### src/rtl/ps2_key_matrix_if.sv
// Keyboard-side bundle: PS/2 lines and CPU row address in, column reply and
// host function levels out.
interface ps2_key_matrix_if;
    logic        ps2_clk;
    logic        ps2_dat;
    logic [15:0] a;
    logic [4:0]  keyb;
    logic        f1;
    logic        f11;

    modport master (output ps2_clk, ps2_dat, a, input keyb, f1, f11);
    modport slave  (input ps2_clk, ps2_dat, a, output keyb, f1, f11);
endinterface

### src/rtl/ps2_key_matrix.sv
// PS/2 set-2 receiver feeding the Spectrum 8x5 key matrix; the column reply
// is combinational from A[15:8].
module ps2_key_matrix #(
    parameter int FILTER  = 8,
    parameter int TIMEOUT = 14000
) (
    input  logic            clk,
    input  logic            rst_n,
    ps2_key_matrix_if.slave bus
);
    localparam int FW = $clog2(FILTER + 1);
    localparam int TW = $clog2(TIMEOUT + 1);

    // index 0 = PS/2 clock, index 1 = PS/2 data
    logic [1:0]         s1, s2, filt;
    logic [1:0][FW-1:0] fcnt;
    logic               clk_d;
    logic               fall;

    always_ff @(posedge clk or negedge rst_n) begin
        if (!rst_n) begin
            s1    <= 2'b11;
            s2    <= 2'b11;
            filt  <= 2'b11;
            fcnt  <= '0;
            clk_d <= 1'b1;
        end else begin
            s1    <= {bus.ps2_dat, bus.ps2_clk};
            s2    <= s1;
            clk_d <= filt[0];
            for (int i = 0; i < 2; i++) begin
                if (s2[i] == filt[i]) begin
                    fcnt[i] <= '0;
                end else if (fcnt[i] == FW'(FILTER - 1)) begin
                    filt[i] <= s2[i];
                    fcnt[i] <= '0;
                end else begin
                    fcnt[i] <= fcnt[i] + 1'b1;
                end
            end
        end
    end

    assign fall = clk_d & ~filt[0];

    // sr collects start, D0..D7, parity; the stop bit is judged live
    logic [3:0]    bit_cnt;
    logic [9:0]    sr;
    logic [TW-1:0] tmo;
    logic          byte_vld;
    logic [7:0]    byte_q;

    always_ff @(posedge clk or negedge rst_n) begin
        if (!rst_n) begin
            bit_cnt  <= '0;
            sr       <= '0;
            tmo      <= '0;
            byte_vld <= 1'b0;
            byte_q   <= '0;
        end else begin
            byte_vld <= 1'b0;
            if (fall) begin
                tmo <= '0;
                if (bit_cnt == 4'd10) begin
                    bit_cnt <= '0;
                    if (!sr[0] && (^sr[9:1]) && filt[1]) begin
                        byte_q   <= sr[8:1];
                        byte_vld <= 1'b1;
                    end
                end else begin
                    bit_cnt <= bit_cnt + 4'd1;
                    sr      <= {filt[1], sr[9:1]};
                end
            end else if (bit_cnt != 4'd0) begin
                if (tmo == TW'(TIMEOUT - 1)) begin
                    bit_cnt <= '0;
                    tmo     <= '0;
                end else begin
                    tmo <= tmo + 1'b1;
                end
            end else begin
                tmo <= '0;
            end
        end
    end

    // {hit, row, bit} for keys that own exactly one matrix position
    function automatic logic [6:0] lookup(input logic [7:0] c);
        case (c)
            8'h1A: return {1'b1, 3'd0, 3'd1};
            8'h22: return {1'b1, 3'd0, 3'd2};
            8'h21: return {1'b1, 3'd0, 3'd3};
            8'h2A: return {1'b1, 3'd0, 3'd4};
            8'h1C: return {1'b1, 3'd1, 3'd0};
            8'h1B: return {1'b1, 3'd1, 3'd1};
            8'h23: return {1'b1, 3'd1, 3'd2};
            8'h2B: return {1'b1, 3'd1, 3'd3};
            8'h34: return {1'b1, 3'd1, 3'd4};
            8'h15: return {1'b1, 3'd2, 3'd0};
            8'h1D: return {1'b1, 3'd2, 3'd1};
            8'h24: return {1'b1, 3'd2, 3'd2};
            8'h2D: return {1'b1, 3'd2, 3'd3};
            8'h2C: return {1'b1, 3'd2, 3'd4};
            8'h16: return {1'b1, 3'd3, 3'd0};
            8'h1E: return {1'b1, 3'd3, 3'd1};
            8'h26: return {1'b1, 3'd3, 3'd2};
            8'h25: return {1'b1, 3'd3, 3'd3};
            8'h2E: return {1'b1, 3'd3, 3'd4};
            8'h45: return {1'b1, 3'd4, 3'd0};
            8'h46: return {1'b1, 3'd4, 3'd1};
            8'h3E: return {1'b1, 3'd4, 3'd2};
            8'h3D: return {1'b1, 3'd4, 3'd3};
            8'h36: return {1'b1, 3'd4, 3'd4};
            8'h4D: return {1'b1, 3'd5, 3'd0};
            8'h44: return {1'b1, 3'd5, 3'd1};
            8'h43: return {1'b1, 3'd5, 3'd2};
            8'h3C: return {1'b1, 3'd5, 3'd3};
            8'h35: return {1'b1, 3'd5, 3'd4};
            8'h5A: return {1'b1, 3'd6, 3'd0};
            8'h4B: return {1'b1, 3'd6, 3'd1};
            8'h42: return {1'b1, 3'd6, 3'd2};
            8'h3B: return {1'b1, 3'd6, 3'd3};
            8'h33: return {1'b1, 3'd6, 3'd4};
            8'h29: return {1'b1, 3'd7, 3'd0};
            8'h14: return {1'b1, 3'd7, 3'd1};
            8'h3A: return {1'b1, 3'd7, 3'd2};
            8'h31: return {1'b1, 3'd7, 3'd3};
            8'h32: return {1'b1, 3'd7, 3'd4};
            default: return '0;
        endcase
    endfunction

    // shifts and backspace are held apart so overlapping CS sources release cleanly
    logic [7:0][4:0] mat;
    logic            rel, ext, lsh, rsh, bksp, f1_q, f11_q;
    logic [6:0]      lk;

    assign lk = lookup(byte_q);

    always_ff @(posedge clk or negedge rst_n) begin
        if (!rst_n) begin
            mat   <= '0;
            rel   <= 1'b0;
            ext   <= 1'b0;
            lsh   <= 1'b0;
            rsh   <= 1'b0;
            bksp  <= 1'b0;
            f1_q  <= 1'b0;
            f11_q <= 1'b0;
        end else if (byte_vld) begin
            if (byte_q == 8'hF0) begin
                rel <= 1'b1;
            end else if (byte_q == 8'hE0) begin
                ext <= 1'b1;
            end else begin
                rel <= 1'b0;
                ext <= 1'b0;
                if (byte_q == 8'h00 || byte_q == 8'hFF) begin
                    mat   <= '0;
                    lsh   <= 1'b0;
                    rsh   <= 1'b0;
                    bksp  <= 1'b0;
                    f1_q  <= 1'b0;
                    f11_q <= 1'b0;
                end else if (byte_q == 8'hAA || byte_q == 8'hFA) begin
                    mat <= mat;
                end else if (ext) begin
                    if (byte_q == 8'h5A) mat[6][0] <= ~rel;
                    if (byte_q == 8'h14) mat[7][1] <= ~rel;
                end else begin
                    case (byte_q)
                        8'h12:   lsh   <= ~rel;
                        8'h59:   rsh   <= ~rel;
                        8'h66:   bksp  <= ~rel;
                        8'h05:   f1_q  <= ~rel;
                        8'h78:   f11_q <= ~rel;
                        default: if (lk[6]) mat[lk[5:3]][lk[2:0]] <= ~rel;
                    endcase
                end
            end
        end
    end

    logic [7:0][4:0] pressed;
    logic [4:0]      hit;
    logic            unused_a;

    always_comb begin
        pressed       = mat;
        pressed[0][0] = mat[0][0] | lsh | rsh | bksp;
        pressed[4][0] = mat[4][0] | bksp;
        hit           = '0;
        for (int r = 0; r < 8; r++)
            hit = hit | (pressed[r] & {5{~bus.a[8+r]}});
    end

    assign bus.keyb = ~hit;
    assign bus.f1   = f1_q;
    assign bus.f11  = f11_q;
    assign unused_a = ^bus.a[7:0];
endmodule

### src/flat_wrapper.sv
// flat-port wrapper written by rule: the top's interface ports become plain ports
module ps2_key_matrix_flat 
#(
    parameter int FILTER  = 8,
    parameter int TIMEOUT = 14000
)
  (clk, rst_n, bus_ps2_clk, bus_ps2_dat, bus_a, bus_keyb, bus_f1, bus_f11);
  ps2_key_matrix_if bus_i ();
  input  logic clk;
  input  logic rst_n;
  input wire logic [$bits(bus_i.ps2_clk)-1:0] bus_ps2_clk;
  input wire logic [$bits(bus_i.ps2_dat)-1:0] bus_ps2_dat;
  input wire logic [$bits(bus_i.a)-1:0] bus_a;
  output wire logic [$bits(bus_i.keyb)-1:0] bus_keyb;
  output wire logic [$bits(bus_i.f1)-1:0] bus_f1;
  output wire logic [$bits(bus_i.f11)-1:0] bus_f11;
  assign bus_i.ps2_clk = bus_ps2_clk;
  assign bus_i.ps2_dat = bus_ps2_dat;
  assign bus_i.a = bus_a;
  assign bus_keyb = bus_i.keyb;
  assign bus_f1 = bus_i.f1;
  assign bus_f11 = bus_i.f11;
  ps2_key_matrix #(.FILTER(FILTER), .TIMEOUT(TIMEOUT)) u_core (.clk(clk), .rst_n(rst_n), .bus(bus_i));
endmodule
### config.mk
export PLATFORM = sky130hd
export DESIGN_NAME = ps2_key_matrix_flat
export DESIGN_NICKNAME = d
export VERILOG_FILES = /design/src/rtl/ps2_key_matrix_if.sv /design/src/rtl/ps2_key_matrix.sv /design/src/flat_wrapper.sv
export SDC_FILE = /design/constraint.sdc
export NUM_CORES = 1
export LEC_CHECK = 0
export ABC_AREA = 1
export ABC_CLOCK_PERIOD_IN_PS = 3700
export CAP_MARGIN = 10
export CORE_MARGIN = 3
export CORE_UTILIZATION = 65
export DETAILED_ROUTE_END_ITERATION = 16
export HOLD_SLACK_MARGIN = 0.05
export PLACE_DENSITY = 0.85
export RECOVER_POWER = 100
export SYNTH_ARGS = -nofsm -noshare
export SYNTH_HDL_FRONTEND = slang
export SYNTH_SLANG_ARGS = --single-unit
export TNS_END_PERCENT = 10
### constraint.sdc
create_clock -name clk -period 3.7 [get_ports clk]
set_input_delay 0.74 -clock clk [delete_from_list [all_inputs] [get_ports clk]]
set_output_delay 0.74 -clock clk [all_outputs]
set_load 0.01 [all_outputs]
==> summary.txt, run 1 <==
Detailed routing
  • Drt total wl: between 10 and 15 mm
  • DRT Pass-1 Iters: 6
  • Post-route ant nets: 0
  • DR WL/cell: approximately 15 um
  • Via density: a little under 6
  • Initial DRC Count: between 400 and 500
  • Routed vias: ~5.5k
  • Drt drc: 0

STA
  • RSZ-0062 raised after global routing: false
  • Worst-Margin Slew: between 1.5 and 2 ns
  • Layout Skew: about 0.016 ns
  • Max Slew Vio Count: 67
  • Peak Freq: 0.289 GHz
  • Setup violators final: 0
  • Max-slew headroom: -7.14%
  • Final Critical Period: 3.46 ns
  • Tcrit/Tclk final: 93.6%
  • TNS Setup: 0 ns
  • Hold Vio Cnt, Final: 0

Run status
  • Status: finished, violations left
  • Violated checks: max-capacitance violations, max-slew violations

Setup path
  • Slowest CP cell: clkdlybuf4s50_1
  • Critical path's top delay family: buffers and inverters
  • CP Launch Type: primary input
  • Crit Path Max Fanout: 5
  • Worst EP required: 2.96 ns
  • CP peak stage delay: 0.62 ns
  • Crit Path Class: in2out
  • CP Buf/Inv Count: 3
  • CP Capture Type: primary output
  • Worst Path Arrival: approximately 2.7 ns
  • Crit-path cells: clkdlybuf4s50_1 > inv_1 > a221oi_1 > nand4_1 > a221oi_1 > clkdlybuf4s50_1

Clock tree
  • H-tree levels: 3
  • TritonCTS clock tree: yes
  • Post-CTS resize count: 0
  • Post-CTS setup buffers: 0
  • Clock sink total: slightly below 100
  • CTS Buf Count: 9
  • Clk buf depth: 2
  • Clk slew on worst S/H paths: 0.11 ns
  • Clock Tree Root: clkbuf_8
  • Clk_lat worst skew: ~0.38 ns
  • Hold buffers post-CTS: 0

GRT
  • GR Overflow Total: 0
  • Initial antenna violation count: 0
  • Gr usage total: 29.7%
  • Largest net degree at the start of global routing: 67
  • Global-route wire length before repair: around 24 mm
  • Vias in the first global route: 5164

Yosys
  • Synth top area share: roughly two fifths
  • Yosys warns: 0
  • Ys flop type: dfrtp_1
  • Synthesized area: ~5800 um2
  • Sequential fraction of the synthesis area: a little over two fifths
  • Most frequent cell after synthesis: nand2_1
  • Mean post-synth cell area: around 7.2 um2
  • Area leader, netlist: dfrtp_1
  • Net count after synthesis: 830
  • Ranking of synthesized cells by area: dfrtp_1 (40%), nand2_1 (17%), inv_1 (4.9%), nand3_1 (4.9%), o21ai_0 (4.9%)
  • #FFs+latches synth: around 100
  • Syn Inst Count: around 800
  • Top cells by count, synth: nand2_1 (269), dfrtp_1 (92), inv_1 (76)
  • Async SR Flop Fraction: 100%
  • Yosys cell types: 39
  • Number of enable flip-flop cells after synthesis: 0

Floorplanning
  • Cell Rows: 33
  • Io pins: 27
  • Core area: ~8400 um2
  • Die span in y: roughly 100 um
  • Starting Density: between 60% and 70%
  • Die Wd: roughly 100 um
  • Die Footprint: about 10000 um2

Power and ir drop
  • Overall Power: ~0.0024 W
  • Combinational Power Share: between 10% and 20%
  • P per Cell Area: ~380 nW/um2
  • Net Sw Power: approximately 0.00075 W
  • Int Pwr: roughly 0.0016 W
  • Seq pwr share: 53.0%
  • Clock power share: 30.1%
  • Peak supply drop: approximately 450 uV
  • P_leak: 2.86 nW
  • Switching share of total power: between 30% and 40%

Final layout
  • P&R area growth vs syn: 7.11%
  • Ant diodes: 0
  • FILL cells: between 600 and 700
  • Share of layout cells above drive strength 1: approximately 6.7%
  • Final #Nets: 848

Job
  • Number of max-cap violations: 1

Placement
  • DP HPWL: between 9 and 10 mm
  • Port bufs: 18
  • RePlAce Congestion: approximately 0.94

Min path
  • Worst Hold Class: reg2reg
==> registers in the layout (all words and copies together), names as in the netlist, 2 cells and up <==
signal,flops
u_core.tmo,14
u_core.fcnt,8
u_core.filt,2
u_core.s2,2
u_core.sr,10
u_core.mat,40
u_core.bit_cnt,4
u_core.s1,2
u_core.byte_q,8
==> final cells by class <==
cell class                 count  area [um2]  share of cell area (%)
multi-input combinational    596        2830                    45.8
sequential                    99        2490                    40.2
timing repair buffer          23         203                    3.28
clock buffer                  10         138                    2.22
tap                          105         131                    2.12
inverter                      87         329                    5.32
clock inverter                 6        65.1                    1.05
==> metal layers <==
metal  share of wire, %  wire (um)  track usage, %
met1                 43       6080            40.9
met2                 48       6720            48.6
met3                7.6       1070            5.28
met4                2.0        280            8.60
met5                  0          0               0
==> logic make-up (layout without fill, tap and decap cells) <==
family          after synthesis  in the layout  share of synthesized area [%]
fa+ha+maj                    12             12                           2.60
buf+inv                     103            126                           7.58
simple gates                448            448                           33.0
flops                        99             99                           43.0
xor+xnor                     16             16                           2.43
mux                           1              1                          0.195
compound gates              119            119                           11.2
==> cells in the final DEF, fill, tap and decap left out, types with 10 or more instances in the layout <==
master    instances
dfrtp_1          92
inv_1            77
a21oi_1          29
nand2_1         271
ha_1             12
nor2_1           69
nand3_1          58
nand4_1          14
nor2_2           10
o21ai_0          66
clkbuf_8         10
xnor2_1          12
==> stage by stage <==
stage               cells  area [um2]  util, %  hold slack [ns]  setup slack (ns)
floorplan             798        5780        -            0.345              1.38
global placement      910        6010     71.4            0.346             0.228
detailed placement    910        6010     71.4            0.350             0.292
CTS                   926        6220     73.8            0.365             0.269
global route          926        6190     73.4            0.367            0.0753
finish                926        6190     73.4            0.370             0.238
==> final timing paths <==
path	slack, ns	end	from	depth (start not counted)
setup / recovery	0.24	bus_keyb[3]	bus_a[9]	6
hold / removal	0.37	u_core.s2[1]$_DFF_PN1_	u_core.s1[1]$_DFF_PN1_	0
setup reg to reg	0.42	u_core.mat[39]$_DFFE_PN0P_	u_core.byte_q[0]$_DFFE_PN0P_	15
hold reg to reg	0.37	u_core.s2[1]$_DFF_PN1_	u_core.s1[1]$_DFF_PN1_	0
max in group asynchronous	1.33	u_core.tmo[4]$_DFF_PN0_	rst_n	2
min in group asynchronous	0.76	u_core.bus.f1$_DFFE_PN0P_	rst_n	1
==> power by group through the flow <==
stage	combinational, W	sequential (W)	clock [W]
global placement	0.000367	0.00126	0
floorplan	0.000289	0.00126	0
CTS	0.000404	0.00125	0.000713
detailed placement	0.000400	0.00127	0
global route	0.000467	0.00127	0.000761
finish	0.000399	0.00125	0.000709
Note: power is estimated with default switching activity, not from simulation.
==> run 2, diff against run 1 <==
Settings changed: REMOVE_ABC_BUFFERS set to 1.
==> summary.txt, run 2 (synthesis gave the netlist of run 1 again) <==
Final layout
  • Final #Nets: 848
  • Multi-input gate area: approximately 2800 um2
  • Ant diodes: 0
  • Sequential cell area: between 2000 and 2500 um2
  • Top flop regs: u_core.mat (40), u_core.tmo (14), u_core.sr (10)
  • Number of flip-flops under the largest register name: 40
  • Most common cell after layout, fill and taps aside: nand2_1
  • Share of layout cells above drive strength 1: 6.82%
  • Biggest register: u_core.mat
  • FILL cells: ~660
  • Most frequent cells in the layout: nand2_1 (272), dfrtp_1 (92), inv_1 (76)
  • P&R area growth vs syn: 6.98%

Power and ir drop
  • Overall Power: 0.00233 W
  • P per Cell Area: between 300 and 400 nW/um2
  • P_leak: between 2 and 3 nW
  • Peak supply drop: between 400 and 500 uV

Clock tree
  • CTS Buf Count: 9
  • H-tree levels: 3
  • Clock sink total: 99
  • Clock Tree Root: clkbuf_8
  • Clk buf depth: 2
  • Clk_lat worst skew: 0.37 ns
  • Hold buffers post-CTS: 0
  • Post-CTS setup buffers: 0
  • Clk slew on worst S/H paths: 0.11 ns
  • TritonCTS clock tree: yes
  • Post-CTS resize count: 0

Floorplanning
  • Die span in y: roughly 100 um
  • Die Wd: around 100 um
  • Starting Density: 68.6%
  • Cell Rows: 33
  • Io pins: 27
  • Core area: approximately 8400 um2
  • Die Footprint: between 10000 and 15000 um2

Setup path
  • CP Capture Type: primary output
  • Slowest CP cell: dlygate4sd3_1
  • Crit Path Class: in2out
  • CP Launch Type: primary input
  • Worst Path Arrival: between 2 and 3 ns
  • CP Buf/Inv Count: 3
  • Worst EP required: 2.96 ns
  • Crit Path Max Fanout: 5
  • Top cell by count, worst path: a221oi_1
  • Critical path's top delay family: buffers and inverters
  • Crit-path cells: clkdlybuf4s50_1 > inv_1 > a221oi_1 > nand4_1 > a221oi_1 > dlygate4sd3_1
  • CP peak stage delay: between 0.6 and 0.7 ns

Detailed routing
  • Initial DRC Count: approximately 490
  • Post-route ant nets: 0
  • Drt total wl: 13.8 mm
  • Routed vias: 5348
  • DR WL/cell: approximately 15 um
  • Via density: between 5 and 6
  • DRT Pass-1 Iters: 5
  • Drt drc: 0

STA
  • Worst-Margin Slew: approximately 2.6 ns
  • Tcrit/Tclk final: about nine tenths
  • TNS Setup: 0 ns
  • Max Slew Vio Count: 50
  • Hold Vio Cnt, Final: 0
  • Max-slew headroom: -71.2%
  • Setup violators final: 0
  • Peak Freq: 0.298 GHz
  • Final Critical Period: between 3 and 4 ns
  • Layout Skew: roughly 0.011 ns
  • RSZ-0062 raised after global routing: false

GRT
  • Global-route wire length before repair: roughly 23 mm
  • Initial antenna violation count: 0
  • Largest net degree at the start of global routing: 50
  • Vias in the first global route: 4980
  • Gr usage total: between 20% and 30%
  • GR Overflow Total: 0

Run status
  • Status: finished, violations left
  • Violated checks: max-capacitance violations, max-slew violations

Job
  • Number of max-cap violations: 1

Placement
  • RePlAce Congestion: approximately 0.95
  • DP HPWL: around 10 mm
  • Port bufs: 18

Min path
  • Worst Hold Class: reg2reg
==> run 2: area by class of cell <==
class	count	share of cell area, %
repair buffers	23	3.34
flip-flops and latches	99	40.2
multi-input cells	596	45.8
inverters	87	5.33
clock buffers	9	2.00
clock inverters	7	1.13
well taps	105	2.13
==> run 2: power by group <==
| part | internal, W | switching, W | leakage [nW] |
|---|---|---|---|
| clock | 0.000264 | 0.000423 | 0.100 |
| sequential | 0.00118 | 0.0000724 | 1.35 |
| combinational | 0.000144 | 0.000249 | 1.41 |
==> run 2: through the flow <==
step | worst slack, ns | hold WS (ns) | cell area (um2) | std cells | util, %
after CTS | 0.359 | 0.366 | 6210 | 926 | 73.7
after detailed placement | 0.385 | 0.350 | 6010 | 910 | 71.4
after floorplan | 1.23 | 0.345 | 5670 | 782 | -
final | 0.347 | 0.365 | 6180 | 926 | 73.4
after global routing | 0.152 | 0.368 | 6180 | 926 | 73.4
after global placement | 0.389 | 0.346 | 6010 | 910 | 71.4
==> run 2: final timing paths <==
kind / cells after the start / endpoint / slack [ns] / startpoint
max reg2reg: 15 / u_core.mat[35]$_DFFE_PN0P_ / 0.49 / u_core.byte_q[1]$_DFFE_PN0P_
min: 0 / u_core.s2[0]$_DFF_PN1_ / 0.37 / u_core.s1[0]$_DFF_PN1_
min in group asynchronous: 1 / u_core.mat[13]$_DFFE_PN0P_ / 1.16 / rst_n
max: 6 / bus_keyb[3] / 0.35 / bus_a[9]
max in group asynchronous: 2 / u_core.mat[20]$_DFFE_PN0P_ / 0.79 / rst_n
min reg2reg: 0 / u_core.s2[0]$_DFF_PN1_ / 0.37 / u_core.s1[0]$_DFF_PN1_
==> run 2: per-layer routing <==
metal / up-vias / GRT usage, % / wire, um
met3: 18 / 3.89 / 1060
met4: 0 / 9.12 / 227
met1: 2507 / 40.2 / 5950
li1: 2606 / - / -
met5: - / 0 / 0
met2: 217 / 47.1 / 6600
==> run 3, diff against run 2 <==
Settings changed: ABC_CLOCK_PERIOD_IN_PS 3700 to 3560, CORE_UTILIZATION 65 to 64, DONT_BUFFER_PORTS set to 1, PLACE_DENSITY 0.85 to 0.8.
Clock period 3.7 ns to 3.56 ns, I/O delays scaled along.
==> summary.txt, run 3 (synthesis gave the netlist of run 1 again) <==
Run status
  • Violated checks: max-capacitance violations, max-slew violations
  • Status: finished, violations left

Detailed routing
  • Drt total wl: 13.3 mm
  • Via density: 5.66
  • Routed vias: 5163
  • Post-route ant nets: 0
  • DR WL/cell: 14.6 um
  • DRT Pass-1 Iters: 5
  • Initial DRC Count: roughly 370
  • Drt drc: 0

Setup path
  • Crit-path cells: inv_1 > ha_1 > nand3_1 > clkinv_1 > nand3_1 > nand2_2 > nor2_1 > clkinv_1 > nand3_1 > nor2_2 > nand2_2 > inv_2 > o21ai_0 > nand2_1 > nand2_1
  • Worst EP required: ~3.8 ns
  • CP Capture Type: register
  • CP Launch Type: register
  • Worst Path Arrival: 3.33 ns
  • Reg2reg setup slack: 0.50 ns
  • Slowest CP cell: dfrtp_1
  • Crit Path Max Fanout: 37
  • CP peak stage delay: about 0.48 ns
  • Top cell by count, worst path: nand3_1
  • Crit Path Class: reg2reg

Floorplanning
  • Starting Density: 65.9%
  • Die Wd: 101 um
  • Die Footprint: 10200 um2
  • Die span in y: just over 100 um
  • Io pins: 27
  • Cell Rows: 34
  • Core area: 8760 um2

Clock tree
  • Clock sink total: 99
  • H-tree levels: 3
  • CTS Buf Count: 9
  • TritonCTS clock tree: yes
  • Clk slew on worst S/H paths: 0.11 ns
  • Hold buffers post-CTS: 1
  • Clk_lat worst skew: roughly 0.38 ns
  • Post-CTS setup buffers: 0
  • Clock Tree Root: clkbuf_8
  • Clk buf depth: 2
  • Post-CTS resize count: 0

STA
  • Peak Freq: roughly 0.33 GHz
  • Layout Skew: between 0.01 and 0.015 ns
  • TNS Setup: 0 ns
  • Max-slew headroom: -45.4%
  • Setup violators final: 0
  • Hold Vio Cnt, Final: 0
  • Worst setup margin: 0.502 ns
  • Max Slew Vio Count: a little over 90
  • Final Critical Period: ~3.1 ns
  • Tcrit/Tclk final: a little under nine tenths
  • RSZ-0062 raised after global routing: false
  • Worst-Margin Slew: 2.18 ns
  • Hold WS: 0.163 ns

Final layout
  • Biggest register: u_core.mat
  • Final #Nets: 831
  • Number of flip-flops under the largest register name: 40
  • Most frequent cells in the layout: nand2_1 (269), dfrtp_1 (92), inv_1 (77)
  • Ant diodes: 0
  • P&R area growth vs syn: 4.20%
  • Top flop regs: u_core.mat (40), u_core.tmo (14), u_core.sr (10)
  • Final Non-Filler Cells: ~910
  • Most common cell after layout, fill and taps aside: nand2_1
  • Share of layout cells above drive strength 1: around 7%

Power and ir drop
  • P_leak: approximately 2.8 nW
  • Peak supply drop: between 300 and 400 uV
  • P per Cell Area: just under 400 nW/um2

Min path
  • Worst Hold Class: in2async

Placement
  • DP HPWL: around 9.4 mm
  • RePlAce Congestion: 0.915
  • Port bufs: 0
  • # placed instances: ~900
  • Dpl ws: roughly 0.65 ns

GRT
  • Gr usage total: ~27%
  • GR Overflow Total: 0
  • Global-route wire length before repair: between 20 and 25 mm
  • Vias in the first global route: 4856
  • Initial antenna violation count: 0
  • Largest net degree at the start of global routing: 93

Job
  • Number of max-cap violations: 1
==> run 3: path summary, 6_finish.rpt <==
| check | start | cells after the start | end |
|---|---|---|---|
| max | u_core.byte_q[0]$_DFFE_PN0P_ | 15 | u_core.mat[39]$_DFFE_PN0P_ |
| min | rst_n | 0 | u_core.s1[0]$_DFF_PN1_ |
| max reg2reg | u_core.byte_q[0]$_DFFE_PN0P_ | 15 | u_core.mat[39]$_DFFE_PN0P_ |
| min reg2reg | u_core.s1[1]$_DFF_PN1_ | 0 | u_core.s2[1]$_DFF_PN1_ |
| max in group asynchronous | rst_n | 1 | u_core.tmo[12]$_DFF_PN0_ |
| min in group clk | bus_ps2_clk | 0 | u_core.s1[0]$_DFF_PN1_ |
==> run 3: report_power, final <==
part,internal (W),switching (W),total (W),leakage (nW)
combinational,0.000139,0.000248,0.000388,1.35
sequential,0.00122,0.0000743,0.00130,1.35
clock,0.000272,0.000433,0.000704,0.0957
total,0.00164,0.000755,0.00239,2.79
==> run 3: metrics by stage <==
| step | cell area, um2 | power [W] | utilization, % |
|---|---|---|---|
| after floorplan | 5670 | 0.00160 | - |
| after global placement | 5840 | 0.00166 | 66.6 |
| after detailed placement | 5840 | 0.00169 | 66.6 |
| after CTS | 6060 | 0.00241 | 69.1 |
| after global routing | 6020 | 0.00252 | 68.7 |
| final | 6020 | 0.00239 | 68.7 |
==> run 3: layout make-up <==
| class | count | area [um2] |
|---|---|---|
| flip-flops and latches | 99 | 2490 |
| repair buffers | 6 | 38.8 |
| inverters | 87 | 329 |
| well taps | 108 | 135 |
| clock inverters | 6 | 62.6 |
| fillers | 737 | 2750 |
| clock buffers | 10 | 128 |
| multi-input cells | 596 | 2840 |
==> run 3: routing by layer <==
metal | wire length, um | global-route usage [%]
met1 | 6050 | 38.2
met2 | 6260 | 43.9
met3 | 765 | 4.64
met4 | 240 | 8.90
met5 | 0 | 0
==> run 3: worst max-delay path: cells and delay by family, from the launching register on <==
family,cells,cell delay [ns]
adders and majority gates,1,0.26
buffers and inverters,4,0.83
and+or+nand+nor,9,1.19
AOI/OAI and AO/OA,1,0.19
DFF,1,0.48
